<file path="config.mk">
export PLATFORM = sky130hd
export DESIGN_NAME = layer_pipe_ctrl
export DESIGN_NICKNAME = d
export VERILOG_FILES = /design/src/rtl/layer_pipe_pkg.sv /design/src/rtl/layer_pipe_ctrl_pipe_stage_vld.sv /design/src/rtl/layer_pipe_ctrl.sv
export SDC_FILE = /design/constraint.sdc
export NUM_CORES = 1
export LEC_CHECK = 0
export ABC_AREA = 1
export CAP_MARGIN = 20
export CORE_MARGIN = 1.5
export CORE_UTILIZATION = 32
export CTS_BUF_LIST = sky130_fd_sc_hd__clkbuf_16
export CTS_CLUSTER_DIAMETER = 40
export CTS_CLUSTER_SIZE = 16
export DETAILED_ROUTE_END_ITERATION = 12
export DONT_BUFFER_PORTS = 1
export PLACE_DENSITY = 0.44
export SYNTH_ARGS = -nofsm -noshare
export SYNTH_HDL_FRONTEND = slang
export SYNTH_HIERARCHICAL = 1
export SYNTH_SLANG_ARGS = --single-unit
</file>
<file path="constraint.sdc">
create_clock -name clk_i -period 4.6 [get_ports clk_i]
set_input_delay 0.46 -clock clk_i [delete_from_list [all_inputs] [get_ports clk_i]]
set_output_delay 0.46 -clock clk_i [all_outputs]
set_load 0.1 [all_outputs]
</file>
<file path="src/rtl/layer_pipe_pkg.sv">
// Shared types and helpers for the layer pipeline controller.
package layer_pipe_pkg;

  typedef enum logic [1:0] {
    IDLE  = 2'd0,
    RUN   = 2'd1,
    DRAIN = 2'd2
  } state_e;

  // Population count over a zero-extended valid vector (up to 32 stages).
  function automatic int unsigned popcount(input logic [31:0] vec);
    int unsigned n;
    n = 0;
    for (int i = 0; i < 32; i++) begin
      n += 32'(vec[i]);
    end
    return n;
  endfunction

endpackage

</file>
<file path="src/rtl/layer_pipe_ctrl_pipe_stage_vld.sv">
// One stage valid bit with its bubble-collapsing ready and load-enable logic.
module pipe_stage_vld
  import layer_pipe_pkg::*;
(
  input  logic clk_i,
  input  logic rst_i,
  input  logic up_valid_i,
  input  logic rdy_dn_i,
  output logic rdy_o,
  output logic en_o,
  output logic v_o,
  output logic v_d_o
);

  logic v_q;
  logic v_d;

  always_comb begin
    rdy_o = !v_q | rdy_dn_i;
    en_o  = up_valid_i & rdy_o;
    v_d   = v_q;
    if (en_o) begin
      v_d = 1'b1;
    end else if (v_q & rdy_dn_i) begin
      v_d = 1'b0;
    end
  end

  always_ff @(posedge clk_i) begin
    if (!rst_i) begin
      v_q <= 1'b0;
    end else begin
      v_q <= v_d;
    end
  end

  assign v_o   = v_q;
  assign v_d_o = v_d;

endmodule

</file>
<file path="src/rtl/layer_pipe_ctrl.sv">
// Valid/ready controller for a chain of registered LogicNets layers: stage
// enables, flush/drain sequencing, occupancy and a saturating sample counter.
module layer_pipe_ctrl
  import layer_pipe_pkg::*;
#(
  parameter  int NUM_STAGES = 4,
  parameter  int CNT_W      = 16,
  localparam int OCC_W      = $clog2(NUM_STAGES + 1)
) (
  input  logic                  clk_i,
  input  logic                  rst_i,
  input  logic                  enable_i,
  input  logic                  flush_i,
  input  logic                  in_valid_i,
  output logic                  in_ready_o,
  output logic                  out_valid_o,
  input  logic                  out_ready_i,
  output logic [NUM_STAGES-1:0] stage_en_o,
  output logic [OCC_W-1:0]      occupancy_o,
  output logic [CNT_W-1:0]      sample_cnt_o,
  output logic                  busy_o,
  output logic                  drain_done_o
);

  state_e             state_q;
  logic [OCC_W-1:0]   occ_q;
  logic [CNT_W-1:0]   cnt_q;
  logic               drain_done_q;
  logic [NUM_STAGES-1:0] v;
  logic [NUM_STAGES-1:0] v_d;
  logic               run;

  assign run = (state_q == RUN);

  // Each stage keeps its own ready wire so the chain is a set of distinct
  // signals rather than one self-referencing vector.
  for (genvar k = 0; k < NUM_STAGES; k++) begin : g_stg
    logic rdy_w;
    logic en_w;
    logic up_w;
    logic dn_w;

    if (k == 0) begin : g_first
      assign up_w = in_valid_i & run;
    end else begin : g_inner
      assign up_w = v[k-1];
    end

    if (k == NUM_STAGES - 1) begin : g_last
      assign dn_w = out_ready_i;
    end else begin : g_mid
      assign dn_w = g_stg[k+1].rdy_w;
    end

    pipe_stage_vld u_vld (
      .clk_i      (clk_i),
      .rst_i      (rst_i),
      .up_valid_i (up_w),
      .rdy_dn_i   (dn_w),
      .rdy_o      (rdy_w),
      .en_o       (en_w),
      .v_o        (v[k]),
      .v_d_o      (v_d[k])
    );

    assign stage_en_o[k] = en_w;
  end

  always_ff @(posedge clk_i) begin
    if (!rst_i) begin
      state_q      <= IDLE;
      occ_q        <= '0;
      cnt_q        <= '0;
      drain_done_q <= 1'b0;
    end else begin
      drain_done_q <= 1'b0;
      case (state_q)
        IDLE:    if (enable_i) state_q <= RUN;
        RUN:     if (flush_i || !enable_i) state_q <= DRAIN;
        DRAIN: begin
          if (occ_q == '0 && stage_en_o == '0) begin
            state_q      <= IDLE;
            drain_done_q <= 1'b1;
          end
        end
        default: state_q <= IDLE;
      endcase
      occ_q <= OCC_W'(popcount(32'(v_d)));
      if (out_valid_o && out_ready_i && cnt_q != '1) begin
        cnt_q <= cnt_q + CNT_W'(1);
      end
    end
  end

  assign in_ready_o   = g_stg[0].rdy_w & run;
  assign out_valid_o  = v[NUM_STAGES-1];
  assign occupancy_o  = occ_q;
  assign sample_cnt_o = cnt_q;
  assign busy_o       = (state_q != IDLE) || (occ_q != '0);
  assign drain_done_o = drain_done_q;

endmodule

</file>
### After elaboration in Yosys (flattened, before gate mapping)

Cells that the tools add are included.
W data, S select, Z words.

| cells by class | value |
|---|---|
| shift-type cells | 0 |
| mux-type cells | 13 |
| reduce and logical (&&, ||, !) cells | 17 |
| bitwise operators | 11 |
| eq/ne operators | 6 |
| $lt $le $gt $ge | 0 |
| add/subtract/negate cells | 4 |
| $mul | 0 |
| div/mod/pow operators | 0 |

Operator list:

| kind | count |
|---|---|
| $add A16 B1 Y16 const B | 1 |
| $ne A16 B16 Y1 const B | 1 |
| $mux W1 | 9 |
| $and A1 B1 Y1 | 7 |
| $mux W2 | 3 |
| $pmux W2 S3 | 1 |
| $logic_not A1 Y1 | 5 |
| $logic_not A4 Y1 | 1 |
| $ne A2 B2 Y1 const B | 2 |
| $or A1 B1 Y1 | 4 |
| $add A2 B1 Y3 | 1 |
| $add A3 B1 Y3 | 1 |
| $logic_and A1 B1 Y1 | 3 |
| $logic_not A3 Y1 | 1 |
| $reduce_and A3 Y1 | 1 |
| $reduce_bool A3 Y1 | 1 |
| $add A1 B1 Y2 | 1 |
| $eq A2 B1 Y1 const B | 1 |
| $eq A2 B2 Y1 const B | 1 |
| $logic_not A2 Y1 | 1 |
| $logic_or A1 B1 Y1 | 2 |
| $ne A2 B1 Y1 const B | 1 |
| $reduce_and A2 Y1 | 1 |
| $reduce_bool A2 Y1 | 1 |

| word-level totals | value |
|---|---|
| memory bits (writable) | 0 |
| word-level logic and storage cells | 59 |
| bits in registers | 26 |
| input bits | 6 |
| memories kept | 0 |
| ROM bits | 0 |
| output and inout port bits | 27 |
| latch bits | 0 |

### Logic depth before layout (Yosys ltp)

| logic depth | value |
|---|---|
| depth after elaboration | 10 |
| gate-level depth with buffers | 16 |
| mapped depth without buffers | 16 |

### Cells and area by module

The synthesis kept the hierarchy.

By module, submodules not included:

| module | area each (sq um) | times used | cells an instance | sequential area each (sq um) |
|---|---|---|---|---|
| layer_pipe_ctrl | 1266.2 | 1 | 191 | 440.4 |
| pipe_stage_vld | 55.1 | 4 | 8 | 20.0 |

### Least setup slack after synthesis

OpenSTA, ideal clock, no wires.

| timing path | value |
|---|---|
| kind | reg2out |
| from | register g_stg[3].u_vld.v_q |
| to | output in_ready_o |
| stages on the path, launching flop included | 10 |
| path slack | 1.595 ns |
| data arrival time | 2.545 ns |
| path buffers | 0 |
| data required time | 4.140 ns |
| cells stage by stage | dfxtp_1 > nand2_2 > inv_2 > nand2_2 > inv_2 > nand2_2 > inv_2 > nand2_2 > inv_1 > nor2_1 |

| between the ends | value |
|---|---|
| word-level cells in the longest chain between the ends | 6 |

Ends and longest elaborated chain:

| element | RTL line | source |
|---|---|---|
| start, declared | layer_pipe_ctrl_pipe_stage_vld.sv:15 | `logic v_q;` |
| start signal, assigned | layer_pipe_ctrl_pipe_stage_vld.sv:33 | `v_q <= v_d;` |
| $logic_not A1 Y1 | layer_pipe_ctrl_pipe_stage_vld.sv:19 | `rdy_o = !v_q \| rdy_dn_i;` |
| $or A1 B1 Y1 | layer_pipe_ctrl_pipe_stage_vld.sv:19 |  |
| net g_stg[2].dn_w | layer_pipe_ctrl.sv:41 | `logic dn_w;` |
| $or A1 B1 Y1 | layer_pipe_ctrl_pipe_stage_vld.sv:19 |  |
| net g_stg[1].dn_w | layer_pipe_ctrl.sv:41 |  |
| $or A1 B1 Y1 | layer_pipe_ctrl_pipe_stage_vld.sv:19 |  |
| net g_stg[0].dn_w | layer_pipe_ctrl.sv:41 |  |
| $or A1 B1 Y1 | layer_pipe_ctrl_pipe_stage_vld.sv:19 |  |
| net g_stg[0].rdy_w | layer_pipe_ctrl.sv:38 | `logic rdy_w;` |
| $and A1 B1 Y1 | layer_pipe_ctrl.sv:95 | `assign in_ready_o = g_stg[0].rdy_w & run;` |
| end, declared | layer_pipe_ctrl.sv:15 | `output logic in_ready_o,` |

The timed path passes the listed nets, and every way through them passes these cells.

### Worst setup path in the final report

| timing path | value |
|---|---|
| from | register occ_q[0] (netlist: occupancy_o[0]) |
| to | output busy_o |

| between the ends | value |
|---|---|
| word-level cells in the longest chain between the ends | 2 |

Ends and longest elaborated chain:

| element | RTL line | source |
|---|---|---|
| start, declared | layer_pipe_ctrl.sv:26 | `logic [OCC_W-1:0] occ_q;` |
| start signal, assigned | layer_pipe_ctrl.sv:88 | `occ_q <= OCC_W'(popcount(32'(v_d)));` |
| $reduce_bool A3 Y1 | layer_pipe_ctrl.sv:99 | `assign busy_o = (state_q != IDLE) \|\| (occ_q != '0);` |
| $logic_or A1 B1 Y1 | layer_pipe_ctrl.sv:99 |  |
| end, declared | layer_pipe_ctrl.sv:21 | `output logic busy_o,` |

No other way between the ends.

==> impl_metrics.json <==
{
  "leakagePower_nw": 0.7482,
  "p_per_area_nw_per_um2": 281.3,
  "synth_nets": 233,
  "synth_area_sq_um": 1486,
  "worstSkewPairLatency_ns": 0.26,
  "die_w_um": 71.16,
  "drive_gt1_share_pct": 17.54,
  "ys_seq_area_share_pct": 35.02,
  "worst_pin_slew_ns": 1.120,
  "r2r_end": "sample_cnt_o[15]",
  "dpl.hpwl_mm": 2.480,
  "power.share.clock_pct": 41.4,
  "maxCapViolCount": 0,
  "drt-total-wl_mm": 3.283,
  "cts_buffers": 3,
  "post-route-period-util_pct": 59.50,
  "irDropWorstVdd_uv": 140.1,
  "final_cell_area_sq_um": 1663,
  "core_sq_um": 4414,
  "finalMaxSlewViolations": 0,
  "clk_pin_slew_ns": 0.06,
  "p_int_mw": 0.3495,
  "worst-r2r-cell-count": 9,
  "cts_tree": "yes",
  "status": "finished clean",
  "placed_area_sq_um": 1588,
  "post-cts-setup-buffers": 0,
  "area_delta_synth_final_pct": 11.87,
  "dr.pass1.iters": 4,
  "crit_type": "flip-flop to output pin",
  "min_from": "rst_i",
  "grt_pass1_wl_mm": 5.547,
  "comb_power_share_pct": 8.3,
  "drt_iter0_drc": 63,
  "fp-row-count": 24,
  "critical_path.cell_chain": "nor3_1 > nand3_1",
  "wire_per_inst_um": 11.73,
  "syn_inst": 223,
  "hold_viol": 0,
  "grt_overflow": 0,
  "via_count": 1289,
  "worstHoldPathType": "input pin to flip-flop",
  "synth_top_area_share_pct": 35.02,
  "ys_warn_count": 6,
  "nFillCells": 496,
  "p_sw_share_pct": 25.28,
  "critPathMaxFanout": 2,
  "ioPinCount": 33,
  "synth_area_leaders": "dfxtp_1 (35%), nand2_1 (14%), inv_1 (9.1%)",
  "synth_edf_count": 0,
  "avgSynthCellArea_sq_um": 6.666,
  "required_ns": 4.14,
  "ctsLongestPathBuffers": 2,
  "multi_input_area_sq_um": 780.7,
  "ctsResizeCount": 0,
  "p_sw_mw": 0.1183,
  "critPathSlowestCell": "nand3_1",
  "slowest_delay_ns": 0.86,
  "ant_nets": 0,
  "start_util_pct": 33.67,
  "vias_per_cell": 4.604,
  "grt_max_degree": 17,
  "root_buffer": "clkbuf_16",
  "synthFlopType": "dfxtp_1",
  "cts_sinks": 26,
  "dieArea_sq_um": 5063,
  "hold_slack_ns": 0.2987,
  "nets": 240,
  "synthArstFlopShare_pct": 0,
  "synth_seq_cells": 26,
  "max_clock_freq_mhz": 365.4,
  "synth.most_common_cell": "nand2_1",
  "reg2reg_from": "sample_cnt_o[1]",
  "route.detailed.drc": 0,
  "end_kind": "output pin",
  "grt_pass1_vias": 1163,
  "io_buffer_count": 0,
  "cts.hold.buffers_added": 0,
  "diodes": 0,
  "place_congestion": 0.7182,
  "htreeDepth": 1,
  "yosysTopAreaCell": "dfxtp_1",
  "timing.final.crit_period_ns": 2.737,
  "setup_violations": 0,
  "antenna_found_initial": 0,
  "worst_ep_arrival_time_ns": 2.28,
  "fin_setup_tns_ns": 0,
  "min_to": "occupancy_o[2]",
  "die_y_um": 71.16,
  "grt_usage_pct": 13.81,
  "finalWorstSetupSlack_ns": 1.863,
  "rsz0062_at_grt": "no",
  "startpoint_type": "flip-flop",
  "ys_types": 25,
  "skew_ns": 0.003080,
  "utilization_pct": 37.67,
  "power.share.sequential_pct": 50.3,
  "holdPathStages": 2,
  "place_worst_setup_slack_ns": 2.119,
  "worst-r2r-setup-slack_ns": 2.11,
  "regArea_sq_um": 520.5,
  "synth_commonest_cells": "nand2_1 (54), inv_1 (36), dfxtp_1 (26), nor2_1 (26), a21oi_1 (16)",
  "relSlewSlack_pct": 25.23
}
-- flip-flops by register name, indices dropped and copies added, names as in the netlist --
name	count
drain_done_o	1
occupancy_o	3
sample_cnt_o	16
state_q	2
g_stg.u_vld/v_o	4
-- power groups by stage --
stage               registers, mW  clock network [mW]  logic [mW]
detailed placement          0.241                   0      0.0391
floorplan                   0.241                   0      0.0354
CTS                         0.235               0.201      0.0393
global placement            0.241                   0      0.0395
global route                0.236               0.211      0.0426
finish                      0.235               0.193      0.0389
-- how the worst max path moves through the flow --
| stage | startpoint | endpoint | slack (ns) | cells after the start |
|---|---|---|---|---|
| floorplan | g_stg[3].u_vld/v_o | in_ready_o | 1.60 | 9 |
| global placement | sample_cnt_o[1] | sample_cnt_o[15] | 2.14 | 9 |
| detailed placement | g_stg[3].u_vld/v_o | occupancy_o[1] | 2.12 | 16 |
| CTS | occupancy_o[0] | busy_o | 1.84 | 2 |
| global route | occupancy_o[0] | busy_o | 1.75 | 2 |
| finish | occupancy_o[0] | busy_o | 1.86 | 2 |
-- layer usage --
layer / track usage [%] / share of wire (%) / routed length [um]
met5: 0 / 0 / 0
met4: 5.031 / 0.82 / 27
met3: 2.849 / 3.7 / 122
met2: 19.65 / 43 / 1420
met1: 20.46 / 52 / 1713
-- stage by stage --
step                      total power, mW  std cells
final                              0.4678        280
after global routing               0.4892        280
after global placement             0.2800        277
after floorplan                    0.2764        223
after detailed placement           0.2796        277
after CTS                          0.4760        280
-- cell families (layout without fill, tap and decap cells) --
logic type / Yosys count / count (layout) / share of synthesized area (%)
AND/OR/NAND/NOR: 115 / 115 / 34.85
adder cells (fa/ha/maj): 4 / 4 / 3.872
AO/OA/AOI/OAI: 26 / 26 / 10.27
buffers and inverters: 48 / 53 / 13.64
flip-flops: 26 / 26 / 35.02
XOR/XNOR: 4 / 4 / 2.357
-- placed cells by master (no fill, tap or decap) --
| master | count |
|---|---|
| o21ai_1 | 2 |
| fa_1 | 1 |
| inv_1 | 36 |
| nor2_4 | 2 |
| ha_1 | 3 |
| buf_4 | 9 |
| nor4_1 | 1 |
| nand2_1 | 54 |
| nand2_4 | 1 |
| xor2_1 | 4 |
| nand4_1 | 4 |
| nor2_1 | 25 |
| a21oi_2 | 9 |
| dfxtp_1 | 26 |
| nand3b_1 | 2 |
| nand3_1 | 14 |
| nor3_1 | 1 |
| o21ai_0 | 2 |
| inv_2 | 5 |
| nor2_2 | 5 |
| clkbuf_16 | 3 |
| a2111oi_0 | 1 |
| a21oi_1 | 12 |
| nand2_2 | 6 |
-- critical path: cells and delay by family, from the launching register on --
kind,cells,cell delay [ns]
and+or+nand+nor,2,1.37
DFF,1,0.64
-- layout make-up --
type                       instances  area share (%)
multi-input combinational        149           46.95
inverter                          41           9.255
timing repair buffer               9           4.063
sequential                        26           31.30
clock buffer                       3           4.515
tap                               52           3.913
Note: power is estimated with default switching activity, not from simulation.
